[config.mk]
export PLATFORM = sky130hd
export DESIGN_NAME = inout_port_param
export DESIGN_NICKNAME = d
export VERILOG_FILES = /design/src/rtl/inout_port_param.sv
export SDC_FILE = /design/constraint.sdc
export NUM_CORES = 1
export LEC_CHECK = 0
export ABC_AREA = 1
export CORE_AREA = 10 10 126 128
export DETAILED_ROUTE_END_ITERATION = 8
export DIE_AREA = 0 0 136 138
export PLACE_DENSITY_LB_ADDON = 0.05
export SYNTH_ARGS = -nofsm -noshare
export SYNTH_HDL_FRONTEND = slang
export SYNTH_SLANG_ARGS = --single-unit
[constraint.sdc]
create_clock -name clk -period 8.86 [get_ports clk]
set_input_delay 1.329 -clock clk [delete_from_list [all_inputs] [get_ports clk]]
set_output_delay 1.329 -clock clk [all_outputs]
set_load 0.03 [all_outputs]
[src/rtl/inout_port_param.sv]
// Purpose: router in/out port. Captures toggle-framed packets into a FIFO, routes the header to a one-hot crossbar config, and forwards flits downstream.
// Latency: header captured at T0; xbar_req/xbar_cfg_vector high after T1; SEND at T2 with grant high; header on data_out after T3.
// Backpressure: credit_cnt==0 stalls SEND; crt_out returns one credit upstream per popped flit; a write into a full FIFO is dropped and flagged.
//
// Ports: clk/rst (async active-low); diff_pair_*_in packet-start toggle; input_channel flit in;
//   data_out/data_valid flit out; credit_in downstream credit return; crt_out upstream credit;
//   diff_pair_*_out start toggle downstream; xbar_req/xbar_grant/xbar_cfg_vector crossbar handshake;
//   err_overflow/err_timeout sticky error flags.
// Optional: define INOUT_PORT_WDOG_EN to build the stall watchdog behind err_timeout.
module inout_port_param #(
  parameter int FLIT_W    = 32,
  parameter int BUF_DEPTH = 4,
  parameter int PORTS     = 4,
  parameter int PKT_FLITS = 4,
  parameter int DST_LSB   = 24,
  parameter int CREDITS   = 4,
  parameter int WDOG_CYC  = 64
) (
  input  logic              clk,
  input  logic              rst,
  input  logic              diff_pair_p_in,
  input  logic              diff_pair_n_in,
  input  logic [FLIT_W-1:0] input_channel,
  output logic [FLIT_W-1:0] data_out,
  output logic              data_valid,
  input  logic              credit_in,
  output logic              crt_out,
  output logic              diff_pair_p_out,
  output logic              diff_pair_n_out,
  output logic              xbar_req,
  input  logic              xbar_grant,
  output logic [PORTS-1:0]  xbar_cfg_vector,
  output logic              err_overflow,
  output logic              err_timeout
);

  localparam int DST_W = $clog2(PORTS);
  localparam int PTR_W = $clog2(BUF_DEPTH);
  localparam int CAP_W = $clog2(PKT_FLITS);
  localparam int POP_W = $clog2(PKT_FLITS + 1);
  localparam int CRD_W = $clog2(CREDITS + 1);

  localparam logic [CAP_W-1:0] CAP_LAST  = CAP_W'(PKT_FLITS - 1);
  localparam logic [POP_W-1:0] POP_ALL   = POP_W'(PKT_FLITS);
  localparam logic [CRD_W-1:0] CRD_MAX   = CRD_W'(CREDITS);
  localparam logic [PTR_W:0]   FIFO_FULL = (PTR_W + 1)'(BUF_DEPTH);
  localparam logic [PORTS-1:0] ONE_HOT_0 = PORTS'(1);

  typedef enum logic [1:0] {IDLE, REQ, SEND} state_t;
  state_t state, state_nxt;

  // ---------------- start detect and capture ----------------
  // The reference pair is always legal, so it is stored as its P leg only.
  logic             ref_p;
  logic             pkt_start;
  logic [CAP_W-1:0] cap_left;
  logic             wr_en;

  assign pkt_start = (diff_pair_p_in ^ diff_pair_n_in) && (diff_pair_p_in != ref_p);
  // Header in the start cycle, then PKT_FLITS-1 gapless body flits.
  assign wr_en     = pkt_start || (cap_left != '0);

  always_ff @(posedge clk or negedge rst) begin
    if (!rst) begin
      ref_p    <= 1'b1;
      cap_left <= '0;
    end else begin
      // The reference follows every legal change, even one ignored mid-capture.
      if (pkt_start) ref_p <= diff_pair_p_in;
      if (cap_left != '0) cap_left <= cap_left - 1'b1;
      else if (pkt_start) cap_left <= CAP_LAST;
    end
  end

  // ---------------- input FIFO ----------------
  logic [FLIT_W-1:0] mem [BUF_DEPTH];
  logic [PTR_W-1:0]  wr_ptr, rd_ptr;
  logic [PTR_W:0]    fifo_cnt;
  logic              fifo_empty, fifo_full, push, pop;
  logic [FLIT_W-1:0] head;

  assign fifo_empty = (fifo_cnt == '0);
  assign fifo_full  = (fifo_cnt == FIFO_FULL);
  // A pop in the same cycle frees the slot, so a full FIFO still accepts.
  assign push       = wr_en && (!fifo_full || pop);
  assign head       = mem[rd_ptr];

  always_ff @(posedge clk) begin
    if (push) mem[wr_ptr] <= input_channel;
  end

  always_ff @(posedge clk or negedge rst) begin
    if (!rst) begin
      wr_ptr       <= '0;
      rd_ptr       <= '0;
      fifo_cnt     <= '0;
      err_overflow <= 1'b0;
    end else begin
      if (push) wr_ptr <= wr_ptr + 1'b1;
      if (pop)  rd_ptr <= rd_ptr + 1'b1;
      if (push && !pop)      fifo_cnt <= fifo_cnt + 1'b1;
      else if (pop && !push) fifo_cnt <= fifo_cnt - 1'b1;
      if (wr_en && !push) err_overflow <= 1'b1;
    end
  end

  // ---------------- forwarding FSM ----------------
  logic [POP_W-1:0] pop_cnt;
  logic [CRD_W-1:0] credit_cnt;
  logic [PORTS-1:0] cfg_q;

  always_ff @(posedge clk or negedge rst) begin
    if (!rst) state <= IDLE;
    else      state <= state_nxt;
  end

  // SEND lingers one cycle after the last pop so req/cfg stay up while the
  // last flit is on data_out.
  always_comb begin
    state_nxt = state;
    pop       = 1'b0;
    case (state)
      IDLE: if (!fifo_empty) state_nxt = REQ;
      REQ:  if (xbar_grant) state_nxt = SEND;
      SEND: begin
        if (pop_cnt == POP_ALL) state_nxt = IDLE;
        else pop = !fifo_empty && (credit_cnt != '0);
      end
      default: state_nxt = IDLE;
    endcase
  end

  always_ff @(posedge clk or negedge rst) begin
    if (!rst) begin
      pop_cnt         <= '0;
      cfg_q           <= '0;
      credit_cnt      <= CRD_MAX;
      data_out        <= '0;
      data_valid      <= 1'b0;
      crt_out         <= 1'b0;
      diff_pair_p_out <= 1'b1;
      diff_pair_n_out <= 1'b0;
    end else begin
      data_valid <= pop;
      crt_out    <= pop;
      data_out   <= pop ? head : '0;

      if (state != SEND) pop_cnt <= '0;
      else if (pop)      pop_cnt <= pop_cnt + 1'b1;

      if (state == IDLE && state_nxt == REQ) cfg_q <= ONE_HOT_0 << head[DST_LSB +: DST_W];
      else if (state == SEND && state_nxt == IDLE) cfg_q <= '0;

      // Both legs flip together so the pair stays complementary.
      if (pop && pop_cnt == '0) begin
        diff_pair_p_out <= ~diff_pair_p_out;
        diff_pair_n_out <= ~diff_pair_n_out;
      end

      if (pop && !credit_in) credit_cnt <= credit_cnt - 1'b1;
      else if (credit_in && !pop && credit_cnt != CRD_MAX) credit_cnt <= credit_cnt + 1'b1;
    end
  end

  assign xbar_req        = (state != IDLE);
  assign xbar_cfg_vector = cfg_q;

  // ---------------- stall watchdog ----------------
`ifdef INOUT_PORT_WDOG_EN
  localparam int WD_W = $clog2(WDOG_CYC + 1);
  localparam logic [WD_W-1:0] WD_LIM = WD_W'(WDOG_CYC);

  logic [WD_W-1:0] wd_cnt;
  logic            wd_stall;
  logic            err_to_q;

  assign wd_stall = (state == REQ) || (state == SEND && !pop && pop_cnt != POP_ALL);

  always_ff @(posedge clk or negedge rst) begin
    if (!rst) begin
      wd_cnt   <= '0;
      err_to_q <= 1'b0;
    end else begin
      if (pop || state == IDLE) begin
        wd_cnt <= '0;
      end else if (wd_stall) begin
        if (wd_cnt != WD_LIM) wd_cnt <= wd_cnt + 1'b1;
        // Flag on the edge where the count reaches the limit.
        if (wd_cnt == WD_LIM - 1'b1) err_to_q <= 1'b1;
      end
    end
  end

  assign err_timeout = err_to_q;
`else
  // Always 0; the comparison keeps WDOG_CYC referenced when no watchdog is built.
  assign err_timeout = (WDOG_CYC < 0);
`endif

endmodule
Yosys cells after proc, flatten, opt, wreduce, memory -nomap -nowiden
Memories as Yosys holds them, arrays and structs flattened.
Cells that the tools add are included.
{ "totals": {"ff_bits": 58, "latch_bits": 0, "ramBits": 128, "romBits": 0, "in_bits": 38, "output_inout_bits": 43, "word_cells": 85, "mem_count": 1} }
{ "mem_list": {"columns": ["name", "words", "width", "read_ports", "rd_ports_with_merged_regs", "wr", "line_no", "rtl"], "rows": [
  ["mem", 4, 32, 1, 0, 1, "76", "logic [FLIT_W-1:0] mem [BUF_DEPTH];"]
]} }
{ "classes": {"add_sub_neg": 8, "mul": 0, "div": 0, "magnitude_cmp": 0, "eq_ne": 8, "shift": 1, "mux": 19, "bitwise": 3, "reduce_logical": 31} }
{ "op_table": {"columns": ["cell", "n"], "rows": [
  ["two-way mux 32 bit", 1],
  ["two-way mux 3 bit", 6],
  ["nonzero test 2 bit", 7],
  ["logical AND 1 bit", 12],
  ["two-way mux 2 bit", 5],
  ["adder 3 x 1 -> 3 bit, second input constant", 3],
  ["two-way mux 4 bit", 2],
  ["== test 3 bit, second input constant", 2],
  ["logical NOT 3 bit", 2],
  ["one-hot mux 2 bit (3 select lines)", 1],
  ["subtractor 3 x 1 -> 3 bit, second input constant", 2],
  ["logical NOT 1 bit", 5],
  ["adder 2 x 1 -> 2 bit, second input constant", 2],
  ["== test 2 x 1 -> 1 bit, second input constant", 2],
  ["logical NOT 2 bit", 2],
  ["two-way mux 1 bit", 4],
  ["<< shifter 1 x 2 -> 4 bit, first input constant", 1],
  ["!= test 3 bit, second input constant", 1],
  ["nonzero test 3 bit", 1],
  ["== test 2 bit, second input constant", 1],
  ["logical OR 1 bit", 2],
  ["!= test 2 bit, second input constant", 1],
  ["inverter 1 bit", 2],
  ["subtractor 2 x 1 -> 2 bit, second input constant", 1],
  ["other kinds (2)", 2]
]} }

Depth between registers and ports, before layout
{ "depth": {"word_depth": 11, "mapped_depth": 16, "depth_no_buf": 16} }

Least setup slack after synthesis
OpenSTA, ideal clock, no wires.
{ "synth_timing": {"path_kind": "input to register", "start": "input diff_pair_p_in", "end": "memory mem[0][0] (enable)", "setup_ps": 421, "t_arrival_ps": 3243, "required_time_ps": 8439, "setup_slack_ps": 5196, "path_stages": 7, "n_path_buf": 0, "path_cell_list": "inv_1 -> nand2_1 -> nand2_1 -> o21ai_0 -> nand2_1 -> nand2_2 -> nor2_1"} }
{ "synth_between": {"elab_chain_cells": 6, "elab_cells_between_ends": 7, "cone_classes": "1 x eq/ne; 2 x mux; 1 x bitwise; 3 x reduce/logical"} }
{ "synth_rtl": {"columns": ["item", "line_no", "rtl"], "rows": [
  ["start, declared", "21", "input logic diff_pair_p_in,"],
  ["bitwise XOR 1 bit or != test 1 bit (tied branches)", "59", "assign pkt_start = (diff_pair_p_in ^ diff_pair_n_in) && (diff_pair_p_in != ref_p);"],
  ["logical AND 1 bit *", "59", null],
  ["logical OR 1 bit *", "61", "assign wr_en = pkt_start || (cap_left != '0);"],
  ["logical AND 1 bit *", "85", "assign push = wr_en && (!fifo_full || pop);"],
  ["two-way mux 1 bit *", "89", "if (push) mem[wr_ptr] <= input_channel;"],
  ["two-way mux 1 bit (not written as such) *", "89", null],
  ["end, declared", "76", null]
]} }
Mark *: on every way between the ends. The rest lies on a longest branch, timed or not.

Worst setup path in the final report
{ "layout_timing": {"start": "input diff_pair_n_in", "end": "register fifo_cnt[1]"} }
{ "layout_between": {"elab_chain_cells": 7, "elab_cells_between_ends": 9, "cone_classes": "1 x mux; 1 x bitwise; 7 x reduce/logical"} }
{ "layout_rtl": {"columns": ["item", "line_no", "rtl"], "rows": [
  ["start, declared", "22", "input logic diff_pair_n_in,"],
  ["bitwise XOR 1 bit *", "59", null],
  ["logical AND 1 bit *", "59", null],
  ["logical OR 1 bit *", "61", null],
  ["logical AND 1 bit *", "85", null],
  ["via push", "79", "logic fifo_empty, fifo_full, push, pop;"],
  ["logical NOT 1 bit", "102", "else if (pop && !push) fifo_cnt <= fifo_cnt - 1'b1;"],
  ["logical AND 1 bit", "102", null],
  ["nonzero test 2 bit (no source line)", null, null],
  ["end signal, assigned", "101", "if (push && !pop) fifo_cnt <= fifo_cnt + 1'b1;"],
  ["end signal, assigned", "102", null],
  ["end, declared", "78", "logic [PTR_W:0] fifo_cnt;"]
]} }
The timed path passes the listed nets; every way through them passes the cells marked *.
A chain may end at the register's enable or synchronous reset.

==> results.sh <==
export IMPL_crit_top_cell="inv_1"
export IMPL_cts_setup_buffers=0
export IMPL_hold_buffers=0
export IMPL_cp_data_required_time_ns=9.17
export IMPL_areaGrowthSynthToFinish_pct=20.7
export IMPL_wire_per_inst_um=16.5
export IMPL_synth_top_family_by_area="simple AND/OR/NAND/NOR gates"
export IMPL_syn_inst=572
export IMPL_hold_violations=0
export IMPL_cts_root_buf="clkbuf_16"
export IMPL_num_antenna_cells=0
export IMPL_finalCritPeriodShare=0.375
export IMPL_cap_violations=0
export IMPL_worst_pin_slew_ns=1.17
export IMPL_rows=43
export IMPL_die_w_um=136
export IMPL_slowest_stage="clkdlybuf4s50_1"
export IMPL_insertion_delay_ns=0.43
export IMPL_grt_max_degree=71
export IMPL_cts_tree="built"
export IMPL_drive_above_1_share=0.0894
export IMPL_port_buffers=79
export IMPL_endpoint_kind="flip-flop"
export IMPL_synth_xor_area_frac=0.00849
export IMPL_ys_ff_latch=186
export IMPL_ir_drop_mv=0.167
export IMPL_drt_iter0_markers=242
export IMPL_r2r_end="data_out[27]$_DFF_PN0_"
export IMPL_numCtsBuffers=17
export IMPL_postPlaceCellArea_um2=8130
export IMPL_hpwl_um=7990
export IMPL_crit_start="diff_pair_n_in"
export IMPL_setup_viol=0
export IMPL_yosys_area_share_simple=0.0985
export IMPL_dr_max_layer_used="met4"
export IMPL_cts_sinks=186
export IMPL_critPathMaxStageDelay_ns=0.48
export IMPL_min_period_ns=3.32
export IMPL_final_cell_area_um2=8720
export IMPL_cp_max_fo=8
export IMPL_endpoint="fifo_cnt[1]$_DFFE_PN0P_"
export IMPL_clk_path_buf_depth=2
export IMPL_antenna_found_initial=0
export IMPL_syn_area_um2=7220
export IMPL_die_area_um2=18800
export IMPL_io_pins=81
export IMPL_syn_num_nets=620
export IMPL_worstRegToRegCells=5
export IMPL_nets=695
export IMPL_crit_type="primary input to flip-flop"
export IMPL_finalWirelength_um=13800
export IMPL_path_cells="clkdlybuf4s50_1 -> nor2_1 -> o21ai_0 -> nand2_1 -> nand2_2 -> inv_1 -> ha_1 -> inv_1 -> fa_1 -> mux2_2"
export IMPL_slew_headroom=0.221
export IMPL_wl_met1_um=5960
export IMPL_grt_pass1_vias=4357
export IMPL_initial_core_util=0.535
export IMPL_place_congestion=0.704
export IMPL_grt_util_all_layers=0.152
export IMPL_dr_wl_met2_um=6880
export IMPL_grt_pass1_wl_um=22500
export IMPL_met3_length_um=782
export IMPL_vias=4299
export IMPL_p_leak_nw=3.52
export IMPL_drt_pre_antenna_iters=4
export IMPL_n_fill_cell=1048
export IMPL_synthAdderAreaFrac=0.0194
export IMPL_fmax_mhz=301
export IMPL_tns_ns=0
export IMPL_htree_levels=4
export IMPL_ant_nets=0
export IMPL_clk_pin_slew_ns=0.06
export IMPL_status="finished, final reports clean"
export IMPL_arrival_ns=3.63
export IMPL_cts_resized=0
export IMPL_start_kind="primary input"
export IMPL_hold_class="flip-flop to flip-flop"
export IMPL_route_detailed_drc=0
export IMPL_skew_ns=0.0140
export IMPL_vias_per_cell=5.12
export IMPL_r2r_slack_ns=6.20
export IMPL_syn_avg_cell_area_um2=12.6
export IMPL_slew_viol_final=0
export IMPL_r2r_start="rd_ptr[0]$_DFFE_PN0P_"
export IMPL_synth_cell_type_count=31
export IMPL_rsz0062_at_grt="false"
export IMPL_synth_mux_area_fraction=0.00156
export IMPL_coreArea_um2=13500
export IMPL_ys_seq_area_frac=0.733
export IMPL_die_h_um=138
export IMPL_power_density_nw_per_um2=377
export IMPL_synth_compound_area_share=0.0833
export IMPL_synth_warnings=0
export IMPL_gr_total_overflow=0
-- worst min path at each step --
stage,startpoint,to,slack (ns),depth (start not counted)
finish,err_overflow$_DFFE_PN0P_,err_overflow$_DFFE_PN0P_,0.48,2
global route,diff_pair_p_out$_DFFE_PN1P_,diff_pair_p_out$_DFFE_PN1P_,0.50,1
CTS,diff_pair_p_out$_DFFE_PN1P_,diff_pair_p_out$_DFFE_PN1P_,0.49,1
detailed placement,err_overflow$_DFFE_PN0P_,err_overflow$_DFFE_PN0P_,0.48,2
global placement,diff_pair_n_out$_DFFE_PN0P_,diff_pair_n_out$_DFFE_PN0P_,0.46,1
floorplan,state[1]$_DFF_PN0_,state[0]$_DFF_PN0_,0.47,1
-- state kept, by name (all words and copies together) (netlist names) --
signal and cells:
mem 128, xbar_cfg_vector 4, fifo_cnt 3, wr_ptr 2
crt_out 1, diff_pair_n_out 1, data_out 32, state 2
err_overflow 1, ref_p 1, pop_cnt 3, credit_cnt 3
rd_ptr 2, diff_pair_p_out 1, cap_left 2
-- routing by layer --
metal / vias to the layer above / global-route usage
met3: 19 / 0.0409
met4: 0 / 0.0606
li1: 2094 / -
met5: - / 0
met1: 2091 / 0.190
met2: 95 / 0.246
-- placed cells by master (no fill, tap or decap), types with 4 or more instances in the layout --
| cell | instances |
|---|---|
| clkbuf_1 | 6 |
| clkbuf_16 | 17 |
| clkdlybuf4s50_1 | 78 |
| dfrtp_1 | 54 |
| edfxtp_1 | 128 |
| ha_1 | 8 |
| inv_1 | 60 |
| inv_2 | 8 |
| nand2_1 | 63 |
| nand2_2 | 9 |
| nand3_1 | 14 |
| nor2_1 | 67 |
| nor2_4 | 6 |
| o21ai_0 | 47 |
| o21ai_1 | 29 |
| o22ai_1 | 30 |
| xnor2_1 | 4 |
-- kinds of logic after synthesis --
group / Yosys count
buffers and inverters: 92
adder cells (fa/ha/maj): 10
AND/OR/NAND/NOR: 164
other: 1
multiplexers: 1
AO/OA/AOI/OAI: 111
flip-flops: 186
XOR/XNOR: 7
-- cell type report --
type                            instances  area [um^2]  area share
Sequential cell                       186         5300       0.608
Multi-Input combinational cell        294         1560       0.179
Timing Repair Buffer                   80          793      0.0910
Clock buffer                           24          462      0.0530
Inverter                               68          255      0.0293
Tap cell                              180          225      0.0258
Clock inverter                          8          123      0.0141
-- power by group --
part | internal [mW] | switching (mW) | total [mW] | leakage, nW
logic | 0.367 | 0.720 | 1.09 | 1.31
clock network | 0.450 | 0.298 | 0.748 | 0.276
registers | 1.29 | 0.159 | 1.45 | 1.94
total | 2.11 | 1.18 | 3.29 | 3.52
-- through the flow --
step / util / power (mW) / setup slack (ns) / std cells / hold slack (ns)
global route: 0.646 / 3.51 / 5.34 / 840 / 0.497
floorplan: - / 2.21 / 5.20 / 572 / 0.471
global placement: 0.602 / 2.54 / 5.13 / 808 / 0.463
CTS: 0.646 / 3.33 / 5.53 / 840 / 0.490
detailed placement: 0.602 / 2.58 / 5.07 / 808 / 0.477
finish: 0.646 / 3.29 / 5.54 / 840 / 0.484
-- cells in the mapped netlist, drive strengths merged --
library cell / instances / area share
nand3: 16 / 0.014
nand4: 2 / 0.0017
mux2: 1 / 0.0016
conb: 1 / 0.00052
nor2: 74 / 0.043
ha: 8 / 0.014
a21oi: 3 / 0.0026
dfrtp: 55 / 0.19
fa: 2 / 0.0055
o21ai: 76 / 0.053
clkbuf: 10 / 0.0052
xor2: 3 / 0.0036
xnor2: 4 / 0.0048
edfxtp: 128 / 0.53
o31ai: 2 / 0.0021
inv: 68 / 0.035
buf: 14 / 0.014
dfstp: 3 / 0.011
o22ai: 30 / 0.026
nand2: 72 / 0.041
-- critical path, delay by kind of cell --
family / cells / cell delay [ns]
AO/OA/AOI/OAI: 1 / 0.21
buffers and inverters: 3 / 0.66
adder cells (fa/ha/maj): 2 / 0.61
multiplexers: 1 / 0.27
AND/OR/NAND/NOR: 3 / 0.55
Note: power is estimated with default switching activity, not from simulation.
